[src/rtl/key_debounce8.sv]
// Eight-channel key synchronizer/debouncer feeding a CD4532 priority encoder.
// Optional macro KEY_ACTIVE_LOW_EN: inverts key_in (pull-up buttons, 0 = pressed).
module key_debounce8 #(
    parameter int DB_CYCLES = 500000,
    parameter int CNT_W     = 19
) (
    input  logic       clk,
    input  logic       rst_n,
    input  logic [7:0] key_in,
    output logic [7:0] key_out,
    output logic [7:0] key_press,
    output logic       any_press
);

    localparam logic [CNT_W-1:0] CNT_MAX = CNT_W'(DB_CYCLES - 1);

    logic [7:0]       key_lvl;
    logic [7:0]       s1;
    logic [7:0]       s2;
    logic [7:0]       flip;
    logic [7:0]       press_next;
    logic [CNT_W-1:0] cnt      [8];
    logic [CNT_W-1:0] cnt_next [8];

`ifdef KEY_ACTIVE_LOW_EN
    assign key_lvl = ~key_in;
`else
    assign key_lvl = key_in;
`endif

    // Any cycle where the synchronized level agrees with key_out restarts the count.
    always_comb begin
        flip = '0;
        for (int i = 0; i < 8; i++) begin
            cnt_next[i] = '0;
            if (s2[i] != key_out[i]) begin
                if (cnt[i] == CNT_MAX) begin
                    flip[i] = 1'b1;
                end else begin
                    cnt_next[i] = cnt[i] + CNT_W'(1);
                end
            end
        end
    end

    // Only a 0->1 flip of the debounced level produces a press pulse.
    assign press_next = flip & ~key_out;

    always_ff @(posedge clk or negedge rst_n) begin
        if (!rst_n) begin
            s1        <= '0;
            s2        <= '0;
            key_out   <= '0;
            key_press <= '0;
            any_press <= 1'b0;
            for (int i = 0; i < 8; i++) begin
                cnt[i] <= '0;
            end
        end else begin
            s1        <= key_lvl;
            s2        <= s1;
            key_out   <= key_out ^ flip;
            key_press <= press_next;
            any_press <= |press_next;
            for (int i = 0; i < 8; i++) begin
                cnt[i] <= cnt_next[i];
            end
        end
    end

endmodule

[config.mk]
export PLATFORM = sky130hd
export DESIGN_NAME = key_debounce8
export DESIGN_NICKNAME = d
export VERILOG_FILES = /design/src/rtl/key_debounce8.sv
export SDC_FILE = /design/constraint.sdc
export NUM_CORES = 1
export LEC_CHECK = 0
export CAP_MARGIN = 25
export CORE_MARGIN = 4
export CORE_UTILIZATION = 34
export CTS_CLUSTER_SIZE = 8
export DETAILED_ROUTE_END_ITERATION = 8
export PLACE_DENSITY_LB_ADDON = 0.12
export SLEW_MARGIN = 20
export SYNTH_ARGS = -nofsm -noshare
export SYNTH_HDL_FRONTEND = slang
export SYNTH_SLANG_ARGS = --single-unit
[constraint.sdc]
create_clock -name clk -period 2.9 [get_ports clk]
set_input_delay 0.58 -clock clk [delete_from_list [all_inputs] [get_ports clk]]
set_output_delay 0.58 -clock clk [all_outputs]
set_load 0.1 [all_outputs]
==> impl_metrics.json <==
{
  "max_cap_violations": 0,
  "syn_inst": 855,
  "rr_worst_depth": 4,
  "portBuffers": 26,
  "criticalPathCategory": "reg -> reg",
  "endpoint_kind": "flip-flop",
  "ctsResizeCount": 0,
  "grt_pass1_vias": 6003,
  "start_kind": "flip-flop",
  "initial_core_util_pct": 34.5,
  "clockBufferDepth": 2,
  "synth_edf_count": 0,
  "ir_drop_uv": 352,
  "drtIter0Drc": 418,
  "fin_setup_tns_ns": 0,
  "ioPinCount": 27,
  "insertion_delay_ns": 0.43,
  "ctsHoldBuffers": 0,
  "remaining_drc_errors": 0,
  "critical_path.max_stage_delay_ns": 0.59,
  "syn_area_mm2": 0.00869,
  "yosysWarningCount": 0,
  "synth_nets": 873,
  "gp_congestion": 0.762,
  "worst_clock_skew_ns": 0.0266,
  "slew_headroom_pct": 61.8,
  "place_ws_ns": 0.604,
  "slew_violations": 0,
  "viasPerCell": 4.95,
  "die_area_mm2": 0.0282,
  "rsz0062_at_grt": "false",
  "timing.final.crit_period_ns": 2.27,
  "root_buffer": "clkbuf_16",
  "cts_made_buffers": 17,
  "clkTransAtPathRegs_ns": 0.07,
  "diodes": 0,
  "layout-drive-gt1-share_pct": 8.36,
  "cts.sinks": 185,
  "synth-seq-cells": 185,
  "row_count": 58,
  "slowest_stage": "or4_4",
  "status": "complete, no violations",
  "worstPathMaxFanout": 19,
  "r2r_setup_slack_ns": 0.63,
  "cts_tree": "done",
  "wire_per_inst_um": 14.0,
  "postCtsSetupRepairBufs": 0,
  "seqCellArea_mm2": 0.00463,
  "grt_max_degree": 63,
  "setup_violations": 0,
  "synth_cell_type_count": 43,
  "fill_cells": 2465,
  "dp_hpwl_um": 11700,
  "grt_usage_pct": 12.9,
  "dr.pass1.iters": 4,
  "multi_input_area_mm2": 0.00389,
  "yosysSeqAreaShare_pct": 53.3,
  "worstPathCellList": "or4_1, or4_4, o21ai_4, nor2_1",
  "dieWidth_um": 168,
  "layout_commonest_cell": "dfrtp_1",
  "layout.nets": 914,
  "setup_slack_ns": 0.631,
  "most-common-layout-cells": "dfrtp_1, nor2_1, xnor2_1",
  "p_leak_nw": 3.94,
  "ant_nets": 0,
  "cts_max_level": 4,
  "tightest_slew_ns": 0.572,
  "wl_um": 17300,
  "area_growth_pct": 14.4,
  "antenna_found_initial": 0,
  "power_density_mw_per_mm2": 513,
  "hold_path_class": "in -> async",
  "vias": 6129,
  "grt_pass1_wl_um": 30400,
  "core_mm2": 0.0252,
  "fmax_mhz": 441,
  "hold_violations": 0,
  "syn_area_per_cell_um2": 10.2,
  "min_period_over_period_pct": 78.3,
  "synth_ff_type": "dfrtp_1",
  "cp.required_ns": 3.19,
  "overflow": 0,
  "cp_data_arrival_time_ns": 2.56,
  "die_h_um": 168,
  "synth_async_sr_flop_share_pct": 100
}
per-stage QoR:
step / utilization (%) / area (um2) / hold slack (ns) / power (W) / std cells
after global placement: 37.2 / 9370 / 0.332 / 0.00288 / 1207
final: 39.5 / 9940 / 0.139 / 0.00510 / 1239
after global routing: 39.5 / 9940 / 0.158 / 0.00535 / 1239
after detailed placement: 37.2 / 9370 / 0.338 / 0.00288 / 1207
after CTS: 39.5 / 9940 / 0.143 / 0.00520 / 1239
after floorplan: - / 8690 / 0.284 / 0.00277 / 855
flip-flops by register name, summed over array words and instances, names as in the netlist, named ones only:
signal and flops:
any_press 1, key_press 8, s1 8, cnt 152
s2 8
cell type report:
class / instances / area share [%]
well taps: 330 / 4.15
inverters: 29 / 1.09
clock buffers: 22 / 4.87
repair buffers: 35 / 3.28
flip-flops and latches: 185 / 46.6
multi-input cells: 628 / 39.1
clock inverters: 10 / 0.944
Yosys cell counts, types with 2 or more instances:
library cell	number	area, um2
ha_1	8	100
and4_1	15	131
o21ai_1	6	30.0
xnor2_1	61	534
or2_2	2	12.5
nand3_1	49	245
nand4b_1	5	43.8
buf_2	2	10.0
and3_1	6	37.5
o31ai_1	15	113
inv_1	29	109
o21ai_0	21	105
nor2_1	141	529
nand4_1	36	225
nand2_1	43	161
clkbuf_1	9	33.8
o21ai_4	2	32.5
or4_4	2	22.5
nor4bb_1	3	30.0
dfrtp_1	185	4630
and2_1	2	12.5
o32ai_1	3	26.3
nand2b_1	4	25.0
a21oi_1	36	180
nor4_1	26	163
nand3b_1	4	30.0
mux2_2	8	90.1
and4b_1	2	20.0
or3_1	30	188
buf_6	2	22.5
xor2_1	47	412
or4_1	23	173
nor3_1	11	55.1
nor4b_1	8	70.1
worst paths after layout:
| check | startpoint | end |
|---|---|---|
| max in group asynchronous | rst_n | cnt[84] |
| min | rst_n | cnt[147] |
| max | cnt[106] | cnt[98] |
| min in group clk | s1[2] | s2[2] |
| max reg2reg | cnt[106] | cnt[98] |
| min reg2reg | s1[2] | s2[2] |
kinds of logic (layout without fill, tap and decap cells):
| logic type | Yosys count | count (layout) | share of synthesized area [%] |
|---|---|---|---|
| mux | 8 | 8 | 1.04 |
| simple gates | 420 | 420 | 26.0 |
| fa+ha+maj | 8 | 8 | 1.15 |
| xor+xnor | 108 | 108 | 10.9 |
| compound gates | 84 | 84 | 5.67 |
| flops | 185 | 185 | 53.3 |
| buf+inv | 42 | 96 | 2.01 |
where the power goes:
group	switching (W)	internal [W]	total (W)
Sequential	0.0000375	0.00262	0.00266
Combinational	0.000115	0.0000554	0.000170
Clock	0.000999	0.00127	0.00227
routing by layer:
layer  up-vias  global-route usage [%]  wire length (um)
met3         4                    2.68               301
met5         -                       0                 0
met4         0                    3.32               104
li1       3126                       -                 -
met2        47                    20.3              8020
met1      2952                    18.4              8900
critical path: cells and delay by family, from the launching register on:
kind,cells,cell delay (ns)
AND/OR/NAND/NOR,3,1.25
AO/OA/AOI/OAI,1,0.45
flip-flops,1,0.43
Note: power is estimated with default switching activity, not from simulation.
